`src/rtl/fetch_stage_pkg.sv`:
```
// Shared fetch-stage types and constants: exception codes, default address map, F-side bundle.
package fetch_stage_pkg;

  localparam int unsigned XLEN  = 32;
  localparam int unsigned EXC_W = 5;

  localparam logic [EXC_W-1:0] EXC_NONE = 5'd0;
  localparam logic [EXC_W-1:0] EXC_ADEL = 5'd4;

  localparam logic [XLEN-1:0] DEF_RESET_PC  = 32'h0000_3000;
  localparam logic [XLEN-1:0] DEF_EXC_ENTRY = 32'h0000_4180;
  localparam logic [XLEN-1:0] DEF_IM_BASE   = 32'h0000_3000;
  localparam logic [XLEN-1:0] DEF_IM_LIMIT  = 32'h0000_6FFC;

  // Payload latched by the F-to-D pipeline register.
  typedef struct packed {
    logic [XLEN-1:0]  instr;
    logic [XLEN-1:0]  pc;
    logic [EXC_W-1:0] exc_code;
    logic             bd;
  } f_bundle_t;

endpackage

```
`src/rtl/fetch_stage_npc_sel.sv`:
```
// Next-PC priority mux: exception entry, eret, stall hold, D-stage redirect, sequential.
module fetch_stage_npc_sel
  import fetch_stage_pkg::*;
#(
  parameter logic [XLEN-1:0] EXC_ENTRY = DEF_EXC_ENTRY
) (
  input  logic [XLEN-1:0] i_pc,
  input  logic            i_stall,
  input  logic            i_redirect,
  input  logic [XLEN-1:0] i_redirect_pc,
  input  logic            i_req_exc,
  input  logic            i_eret,
  input  logic [XLEN-1:0] i_epc,
  output logic [XLEN-1:0] o_npc_c
);

  logic [XLEN-1:0] w_seq_pc;

  assign w_seq_pc = i_pc + XLEN'(4);

  // Exception and eret override stall; a stalled redirect is re-presented by D.
  always_comb begin
    o_npc_c = w_seq_pc;
    if (i_req_exc) begin
      o_npc_c = EXC_ENTRY;
    end else if (i_eret) begin
      o_npc_c = i_epc;
    end else if (i_stall) begin
      o_npc_c = i_pc;
    end else if (i_redirect) begin
      o_npc_c = i_redirect_pc;
    end
  end

endmodule

```
`src/rtl/fetch_stage.sv`:
```
// Fetch stage: PC register, next-PC select, AdEL check and F-side bundle to the F-to-D register.
// Optional fetched-instruction counter on fetch_cnt when FETCH_PERF_EN is defined.
module fetch_stage
  import fetch_stage_pkg::*;
#(
  parameter logic [XLEN-1:0] RESET_PC  = DEF_RESET_PC,
  parameter logic [XLEN-1:0] EXC_ENTRY = DEF_EXC_ENTRY,
  parameter logic [XLEN-1:0] IM_BASE   = DEF_IM_BASE,
  parameter logic [XLEN-1:0] IM_LIMIT  = DEF_IM_LIMIT
) (
  input  logic             clk,
  input  logic             reset,
  input  logic             stall,
  input  logic             redirect_D,
  input  logic [XLEN-1:0]  redirect_pc_D,
  input  logic             is_jump_D,
  input  logic             req_exc,
  input  logic             eret,
  input  logic [XLEN-1:0]  epc,
  input  logic [XLEN-1:0]  imem_rdata,
  output logic [XLEN-1:0]  imem_addr,
  output logic [XLEN-1:0]  pc_F,
  output logic [XLEN-1:0]  npc,
  output logic [XLEN-1:0]  instr_F,
  output logic [EXC_W-1:0] excCode_F,
  output logic             BD_F
`ifdef FETCH_PERF_EN
  ,
  output logic [XLEN-1:0]  fetch_cnt
`endif
);

  logic [XLEN-1:0] r_pc;
  logic [XLEN-1:0] w_npc;
  logic            w_adel;
  f_bundle_t       w_bundle;

  fetch_stage_npc_sel #(
    .EXC_ENTRY (EXC_ENTRY)
  ) u_npc_sel (
    .i_pc          (r_pc),
    .i_stall       (stall),
    .i_redirect    (redirect_D),
    .i_redirect_pc (redirect_pc_D),
    .i_req_exc     (req_exc),
    .i_eret        (eret),
    .i_epc         (epc),
    .o_npc_c       (w_npc)
  );

  always_ff @(posedge clk or negedge reset) begin
    if (!reset) begin
      r_pc <= RESET_PC;
    end else begin
      r_pc <= w_npc;
    end
  end

  // Misaligned or outside the instruction memory window.
  assign w_adel = (r_pc[1:0] != 2'b00) || (r_pc < IM_BASE) || (r_pc > IM_LIMIT);

  // A flushed slot (exception entry or eret) is never a delay slot.
  always_comb begin
    w_bundle.pc       = r_pc;
    w_bundle.instr    = imem_rdata;
    w_bundle.exc_code = EXC_NONE;
    w_bundle.bd       = is_jump_D && !req_exc && !eret;
    if (w_adel) begin
      w_bundle.instr    = '0;
      w_bundle.exc_code = EXC_ADEL;
    end
  end

  assign imem_addr = r_pc;
  assign pc_F      = w_bundle.pc;
  assign npc       = w_npc;
  assign instr_F   = w_bundle.instr;
  assign excCode_F = w_bundle.exc_code;
  assign BD_F      = w_bundle.bd;

`ifdef FETCH_PERF_EN
  logic [XLEN-1:0] r_fetch_cnt;
  logic            w_load;

  assign w_load = !stall || req_exc || eret;

  always_ff @(posedge clk or negedge reset) begin
    if (!reset) begin
      r_fetch_cnt <= '0;
    end else if (w_load) begin
      r_fetch_cnt <= r_fetch_cnt + XLEN'(1);
    end
  end

  assign fetch_cnt = r_fetch_cnt;
`endif

endmodule

```
`config.mk`:
```
export PLATFORM = sky130hd
export DESIGN_NAME = fetch_stage
export DESIGN_NICKNAME = d
export VERILOG_FILES = /design/src/rtl/fetch_stage_pkg.sv /design/src/rtl/fetch_stage_npc_sel.sv /design/src/rtl/fetch_stage.sv
export SDC_FILE = /design/constraint.sdc
export NUM_CORES = 1
export LEC_CHECK = 0
export CORE_MARGIN = 1
export CORE_UTILIZATION = 33
export CTS_CLUSTER_SIZE = 25
export DETAILED_ROUTE_END_ITERATION = 10
export HOLD_SLACK_MARGIN = 0.05
export PLACE_DENSITY = 0.79
export SLEW_MARGIN = 20
export SYNTH_ARGS = -nofsm -noshare
export SYNTH_HDL_FRONTEND = slang
export SYNTH_HIERARCHICAL = 1
export SYNTH_SLANG_ARGS = --single-unit
```
`constraint.sdc`:
```
create_clock -name clk -period 2 [get_ports clk]
set_input_delay 0.4 -clock clk [delete_from_list [all_inputs] [get_ports clk]]
set_output_delay 0.4 -clock clk [all_outputs]
set_load 0.01 [all_outputs]
```
## Word level (Yosys, flattened, before mapping)

Index checks and enable logic that the tools add are counted.

- Register bits: 32
- Input port bits: 103
- Logic and storage cells: 17

- $add $sub $neg: 1
- $lt $le $gt $ge: 2
- Mux-type cells: 6
- Reductions and logical operators: 7

Operators by type and width:

| operator | number |
|---|---|
| $mux 32 | 5 |
| $add 32x3->32 const B | 1 |
| $gt 32x15->1 const B | 1 |
| $lt 32x14->1 const B | 1 |
| $mux 3 | 1 |
| $logic_and 1x1->1 | 2 |
| $logic_not 1->1 | 2 |
| $logic_or 1x1->1 | 2 |
| $reduce_bool 2->1 | 1 |

## Logic depth before layout (Yosys ltp)

Gate-level depths: netlist of run 1.

- Depth in word-level cells: 5
- Depth in mapped cells: 7
- Mapped depth without buffers: 6

## By module

The synthesis of run 1 kept the hierarchy.

Modules (own cells, without submodules):

| module | instances | cells each | area an instance (µm²) | sequential area each (µm²) |
|---|---|---|---|---|
| fetch_stage_npc_sel | 1 | 277 | 1727.9 | 0.0 |
| fetch_stage | 1 | 122 | 1699.1 | 803.3 |

## Least setup slack after synthesis of run 1

OpenSTA, ideal clock, no wires.

- Path kind: register to output
- Start: reg r_pc[2] (netlist: imem_addr[2])
- End: out npc[20]
- Arrival: 1873 ps
- Path slack: -273 ps
- Cell stages (with the launch flop): 8
- Path through: dfrtp_1 ha_1 and3_2 nand4_4 buf_6 nor2_1 and4_1 nor4_1

- Word-level cells in the longest chain between the ends: 5

Ends and longest elaborated chain:

| what | line | source |
|---|---|---|
| from (decl) | fetch_stage.sv:33 | `logic [XLEN-1:0] r_pc;` |
| from (signal assigned) | fetch_stage.sv:55 | `r_pc <= w_npc;` |
| $add 32x3->32 | fetch_stage_npc_sel.sv:19 | `assign w_seq_pc = i_pc + XLEN'(4);` |
| $mux 32 | fetch_stage_npc_sel.sv:30 | `end else if (i_redirect) begin` |
| $mux 32 | fetch_stage_npc_sel.sv:28 | `end else if (i_stall) begin` |
| $mux 32 | fetch_stage_npc_sel.sv:26 | `end else if (i_eret) begin` |
| $mux 32 | fetch_stage_npc_sel.sv:24 | `if (i_req_exc) begin` |
| to (decl) | fetch_stage.sv:23 | `output logic [XLEN-1:0] npc,` |

No other way between the ends.

## Final worst setup path of run 1

- Start: reg r_pc[5] (netlist: imem_addr[5])
- End: out npc[18]

The elaborated chain is that of the path after synthesis.

==> results of run 1 <==
[power by group through the flow]
stage / logic (mW) / registers, mW / clock network, mW
after floorplan: 0.511 / 0.804 / 0
after global placement: 1.29 / 0.742 / 0
after detailed placement: 1.31 / 0.745 / 0
after CTS: 1.46 / 0.736 / 0.512
after global routing: 1.61 / 0.742 / 0.542
final: 1.53 / 0.737 / 0.511
[path summary, 6_finish.rpt]
path	start	endpoint	cells after the start
min in group clk	req_exc	imem_addr[12]	4
setup reg to reg	imem_addr[2]	imem_addr[13]	12
hold / removal	reset	imem_addr[2]	1
setup / recovery	imem_addr[5]	npc[18]	7
hold reg to reg	imem_addr[29]	imem_addr[29]	2
max in group asynchronous	reset	imem_addr[15]	1
[through the flow]
| step | instance area (um2) | instances |
|---|---|---|
| after floorplan | 3570 | 402 |
| after global placement | 6520 | 810 |
| after detailed placement | 6520 | 810 |
| after CTS | 7090 | 864 |
| after global routing | 7410 | 877 |
| final | 7410 | 877 |
[cell type report]
class | count | area (um2) | area share (%)
clock buffer | 6 | 72.6 | 0.979
inverter | 12 | 45.0 | 0.607
multi-input combinational | 289 | 2820 | 38.0
timing repair buffer | 404 | 3490 | 47.1
sequential | 32 | 815 | 11.0
tap | 133 | 166 | 2.24
clock inverter | 1 | 5.00 | 0.0675
[cell usage in the layout, fill, tap and decap left out, types with 9 or more instances in the layout]
cell | Yosys | final
dfrtp_2 | 0 | 9
clkdlybuf4s50_1 | 0 | 157
inv_1 | 11 | 11
dfrtp_1 | 30 | 21
o21ai_1 | 3 | 9
o22ai_1 | 10 | 10
nor2_1 | 33 | 25
nand2_1 | 24 | 22
buf_6 | 5 | 25
nor4b_2 | 31 | 15
nor4b_4 | 0 | 18
buf_2 | 10 | 67
buf_4 | 37 | 140
a21oi_1 | 24 | 19
[cell families after synthesis]
family,count (synthesis)
xor+xnor,2
compound gates,98
mux,10
buf+inv,82
flops,32
other cells,1
simple gates,173
fa+ha+maj,1
[timing repair]
| item | CTS | global route |
|---|---|---|
| hold buffers | 0 | 0 |
| buffers inserted | 43 | 24 |
| gates cloned | 4 | 0 |
| pin swaps | 61 | 56 |
| endpoints found under the setup margin | 65 | 74 |
| resized for setup | 356 | 67 |
[metal layers]
metal,up-vias,share of wire [%],track usage (%)
met5,-,0,0
li1,2162,-,-
met3,61,6.5,5.20
met4,0,4.3,13.1
met1,2330,37,33.3
met2,293,52,55.5
[worst max-delay path, delay by kind of cell (launching register included)]
kind,cells,cell delay [ns]
flops,1,0.40
mux,1,0.08
compound gates,1,0.29
buf+inv,2,0.35
simple gates,3,0.72
==> impl_metrics.env, run 1 <==
export IMPL_largest_reg_flops=32
export IMPL_ir_worst_vdd_mv=0.278
export IMPL_power_total_mw=2.78
export IMPL_crit_path_start_kind="flip-flop"
export IMPL_clock_latency_ns=0.29
export IMPL_hp_class="primary input to async pin"
export IMPL_timing_final_ws_setup_ns=-0.528
export IMPL_clock_path_buffers=2
export IMPL_clk_pin_slew_ns=0.07
export IMPL_synthMostInstantiatedCell="buf_4"
export IMPL_grt_pass1_wl_um=25900
export IMPL_nFillCells=668
export IMPL_synth_ff_type="dfrtp_1"
export IMPL_firstDrtPassIters=5
export IMPL_ctsHtreeMaxLevel=2
export IMPL_utilization_pct=74.8
export IMPL_ys_warn_count=6
export IMPL_ys_seq_elements=32
export IMPL_yosys_area_share_simple_pct=38.3
export IMPL_maxCapViolations=0
export IMPL_grt_max_degree=34
export IMPL_worstPathArrival_ns=2.13
export IMPL_die_area_mm2=0.0108
export IMPL_core_mm2=0.00991
export IMPL_die_h_um=104
export IMPL_crit_slowest_cell="dfrtp_1"
export IMPL_ys_top_cells_by_count="buf_4, nor2_1, nor4b_2, dfrtp_1"
export IMPL_nNetsFinal=848
export IMPL_place_congestion=0.903
export IMPL_fmax_mhz=396
export IMPL_place_ws_ns=-1.04
export IMPL_grt_overflow=0
export IMPL_synthToLayoutAreaGrowth_pct=116
export IMPL_crit_fanout=6
export IMPL_worstPathRequired_ns=1.60
export IMPL_drive_gt1_share_pct=52.2
export IMPL_io_buffers=232
export IMPL_wl_um=17600
export IMPL_antenna_found_initial=0
export IMPL_setup_viol=66
export IMPL_p_leak_nw=3.31
export IMPL_switching_share_pct=37.2
export IMPL_synth_top_area_share_pct=21.9
export IMPL_dr_first_iter_drc_count=327
export IMPL_synthXorXnorAreaFrac_pct=0.511
export IMPL_pwr_density_cell_mw_per_mm2=375
export IMPL_async_flop_share_pct=100
export IMPL_cts_made_buffers=5
export IMPL_grt_util_all_layers_pct=30.0
export IMPL_crit_path_end_kind="output port"
export IMPL_p_int_mw=1.75
export IMPL_viasPerCell=5.53
export IMPL_grt_pass1_vias=4886
export IMPL_synth_compound_area_share_pct=19.9
export IMPL_postRouteAntennaNets=0
export IMPL_hold_viol=0
export IMPL_crit_type="flip-flop to output port"
export IMPL_drc=0
export IMPL_setup_tns_ns=-25.92
export IMPL_whs_ns=0.210
export IMPL_antenna_cells=0
export IMPL_slew_violations=0
export IMPL_synth_edf_count=0
export IMPL_io_pins=237
export IMPL_status="complete, but fails checks"
export IMPL_synthCells=399
export IMPL_syn_area_per_cell_um2=8.59
export IMPL_violations="negative setup slack"
export IMPL_ys_types=68
export IMPL_cp_slowest_stage_delay_ns=0.40
export IMPL_rsz0062_at_grt="yes"
export IMPL_p_clk_share_pct=18.4
export IMPL_seqPwrFrac_pct=26.5
export IMPL_dp_final_hpwl_um=11900
export IMPL_root_buffer="clkbuf_8"
export IMPL_syn_cell_area_mm2=0.00343
export IMPL_yosysTopAreaCell="dfrtp_1"
export IMPL_min_period_ns=2.53
export IMPL_r2r_slack_ns=-0.36
export IMPL_initial_core_util_pct=34.6
export IMPL_die_w_um=104
export IMPL_synth_area_mux_share_pct=2.92
export IMPL_period_share_pct=126
export IMPL_tightest_slew_ns=0.832
export IMPL_synth_fa_ha_area_share_pct=0.365
export IMPL_clock_skew_ns=0.00775
export IMPL_cts_num_sinks=32
export IMPL_yosysSeqAreaShare_pct=23.4
export IMPL_cts_tree="yes"
export IMPL_path_cells="buf_4 -> and3_4 -> nand4_4 -> and2b_2 -> mux2i_2 -> a221oi_2 -> buf_2"
export IMPL_relSlewSlack_pct=44.5
export IMPL_comb_power_share_pct=55.1
export IMPL_vias=4846
export IMPL_synth_area_top_cells="dfrtp_1, nor4b_2, buf_4, nor2_1, a21oi_1"
export IMPL_p_switching_mw=1.04
export IMPL_synth_top_family_by_area="simple AND/OR/NAND/NOR gates"
export IMPL_fp_row_count=36
export IMPL_wire_per_inst_um=20.0
No activity file was read; power rests on OpenSTA's default activity.
==> run 2, diff against run 1 <==
- SKIP_LAST_GASP: unset -> 1
==> run 2 against run 1 <==
The run still ends with negative setup slack left. Final area increased by 0.42%. Register-to-register slack hardly changed. Die area unchanged. Global-route usage did not move. Sequential share of layout area is essentially flat. Final cell count grew 0.34%. Critical path type unchanged. Critical endpoint is now npc[24].
==> impl_metrics.env, run 2 (synthesized netlist as in run 1, its figures left out) <==
export IMPL_p_switching_mw=1.05
export IMPL_tightest_slew_ns=0.817
export IMPL_rsz0062_at_grt="yes"
export IMPL_worstPathRequired_ns=1.60
export IMPL_drive_gt1_share_pct=51.6
export IMPL_grt_overflow=0
export IMPL_dr_first_iter_drc_count=313
export IMPL_grt_util_all_layers_pct=30.0
export IMPL_crit_path_start_kind="flip-flop"
export IMPL_comb_power_share_pct=55.4
export IMPL_clock_path_buffers=2
export IMPL_die_w_um=104
export IMPL_layout_cells_non_filler=880
export IMPL_setup_viol=68
export IMPL_crit_path_end_kind="output port"
export IMPL_worstPathArrival_ns=2.15
export IMPL_ctsHtreeMaxLevel=2
export IMPL_switching_share_pct=37.5
export IMPL_drc=0
export IMPL_hp_class="primary input to async pin"
export IMPL_place_congestion=0.903
export IMPL_pwr_density_cell_mw_per_mm2=377
export IMPL_synthToLayoutAreaGrowth_pct=117
export IMPL_layout_commonest_cell="clkdlybuf4s50_1"
export IMPL_fp_row_count=36
export IMPL_firstDrtPassIters=5
export IMPL_p_leak_nw=3.33
export IMPL_ctsHoldBuffers=0
export IMPL_placed_cells=810
export IMPL_largest_reg_flops=32
export IMPL_path_cells="ha_4 -> and3_4 -> nand4_4 -> nor3_2 -> mux2i_1 -> a211oi_2 -> buf_2"
export IMPL_period_share_pct=128
export IMPL_status="complete, but fails checks"
export IMPL_wl_um=17800
export IMPL_root_buffer="clkbuf_8"
export IMPL_whs_ns=0.197
export IMPL_dr_wl_met3_um=1330
export IMPL_grt_pass1_wl_um=25900
export IMPL_io_pins=237
export IMPL_timing_final_ws_setup_ns=-0.551
export IMPL_p_clk_share_pct=18.2
export IMPL_critPathTopFamily="simple AND/OR/NAND/NOR gates"
export IMPL_vias=4938
export IMPL_met2WireLength_um=9230
export IMPL_hold_viol=0
export IMPL_dp_final_hpwl_um=11900
export IMPL_postRouteAntennaNets=0
export IMPL_final_cell_mix="clkdlybuf4s50_1, buf_4, buf_2"
export IMPL_io_buffers=232
export IMPL_crit_type="flip-flop to output port"
export IMPL_fmax_mhz=392
export IMPL_grt_pass1_vias=4873
export IMPL_cts_num_sinks=32
export IMPL_clk_pin_slew_ns=0.07
export IMPL_cts_made_buffers=5
export IMPL_relSlewSlack_pct=45.5
export IMPL_clock_skew_ns=0.00799
export IMPL_wire_per_inst_um=20.2
export IMPL_power_total_mw=2.81
export IMPL_wl_met1_um=6470
export IMPL_slew_violations=0
export IMPL_ir_worst_vdd_mv=0.271
export IMPL_nNetsFinal=850
export IMPL_min_period_ns=2.55
export IMPL_top_layer="met4"
export IMPL_crit_slowest_cell="dfrtp_2"
export IMPL_seqPwrFrac_pct=26.3
export IMPL_grt_max_degree=34
export IMPL_p_int_mw=1.76
export IMPL_die_h_um=104
export IMPL_viasPerCell=5.61
export IMPL_cp_num_buf_inv=1
export IMPL_setup_tns_ns=-26.94
export IMPL_clock_latency_ns=0.30
export IMPL_antenna_found_initial=1
export IMPL_crit_fanout=6
export IMPL_initial_core_util_pct=34.6
export IMPL_violations="negative setup slack"
export IMPL_core_mm2=0.00991
export IMPL_maxCapViolations=0
export IMPL_die_area_mm2=0.0108
export IMPL_cts_tree="yes"
export IMPL_cp_slowest_stage_delay_ns=0.43
==> run 2: changes by cell type in the layout (fill, tap and decap cells not counted), moves of 3 or more <==
cell / previous run / this run
nor4b_2: 15 / 8
nor2_2: 5 / 2
buf_6: 25 / 22
buf_4: 140 / 146
nor4b_4: 18 / 25
==> run 2: timing repair <==
item                                    in CTS  in global routing
endpoints found under the setup margin      65                 74
gates cloned                                 4                  0
buffers inserted                            43                 24
pin swaps                                   61                 65
gates resized for setup                    346                 76
==> run 2: power by group through the flow <==
stage	registers, mW	clock network (mW)	logic [mW]
detailed placement	0.745	0	1.31
floorplan	0.804	0	0.511
CTS	0.736	0.512	1.45
global placement	0.742	0	1.29
global route	0.746	0.546	1.63
finish	0.740	0.513	1.56
==> run 2: final timing paths <==
check                              start            end  slack (ns)  depth (start not counted)
min in group clk                 req_exc  imem_addr[12]        0.58                          4
max in group asynchronous          reset   imem_addr[9]        1.23                          1
min                                reset   imem_addr[4]        0.20                          1
max                         imem_addr[2]        npc[24]       -0.55                          7
max reg2reg                 imem_addr[2]  imem_addr[13]       -0.37                         12
min reg2reg                imem_addr[29]  imem_addr[29]        0.73                          2
==> run 2: cell type report <==
type / count / area, um2
multi-input combinational: 289 / 2840
fill: 672 / 2460
clock inverter: 1 / 5.00
clock buffer: 6 / 72.6
tap: 133 / 166
antenna: 1 / 2.50
inverter: 12 / 45.0
sequential: 32 / 817
timing repair buffer: 406 / 3500
==> run 2: per-stage QoR <==
step           instance area, um2  utilization [%]  worst slack [ns]
6_report                     7450             75.1            -0.551
5_1_grt                      7450             75.1            -0.636
4_1_cts                      7070             71.4            -0.512
3_5_place_dp                 6520             65.8             -1.04
3_3_place_gp                 6520             65.8            -0.968
2_1_floorplan                3570                -           -0.0211
==> run 2: layer usage <==
layer	vias to the layer above	GRT usage [%]
met5	-	0
met4	0	11.9
met3	67	5.08
met2	323	55.5
met1	2373	33.9
li1	2175	-
==> run 3, diff against run 2 <==
- SLEW_MARGIN: 20 -> unset
==> results of run 3 <==
The final DEF is identical to that of run 2; final timing and power are the same.
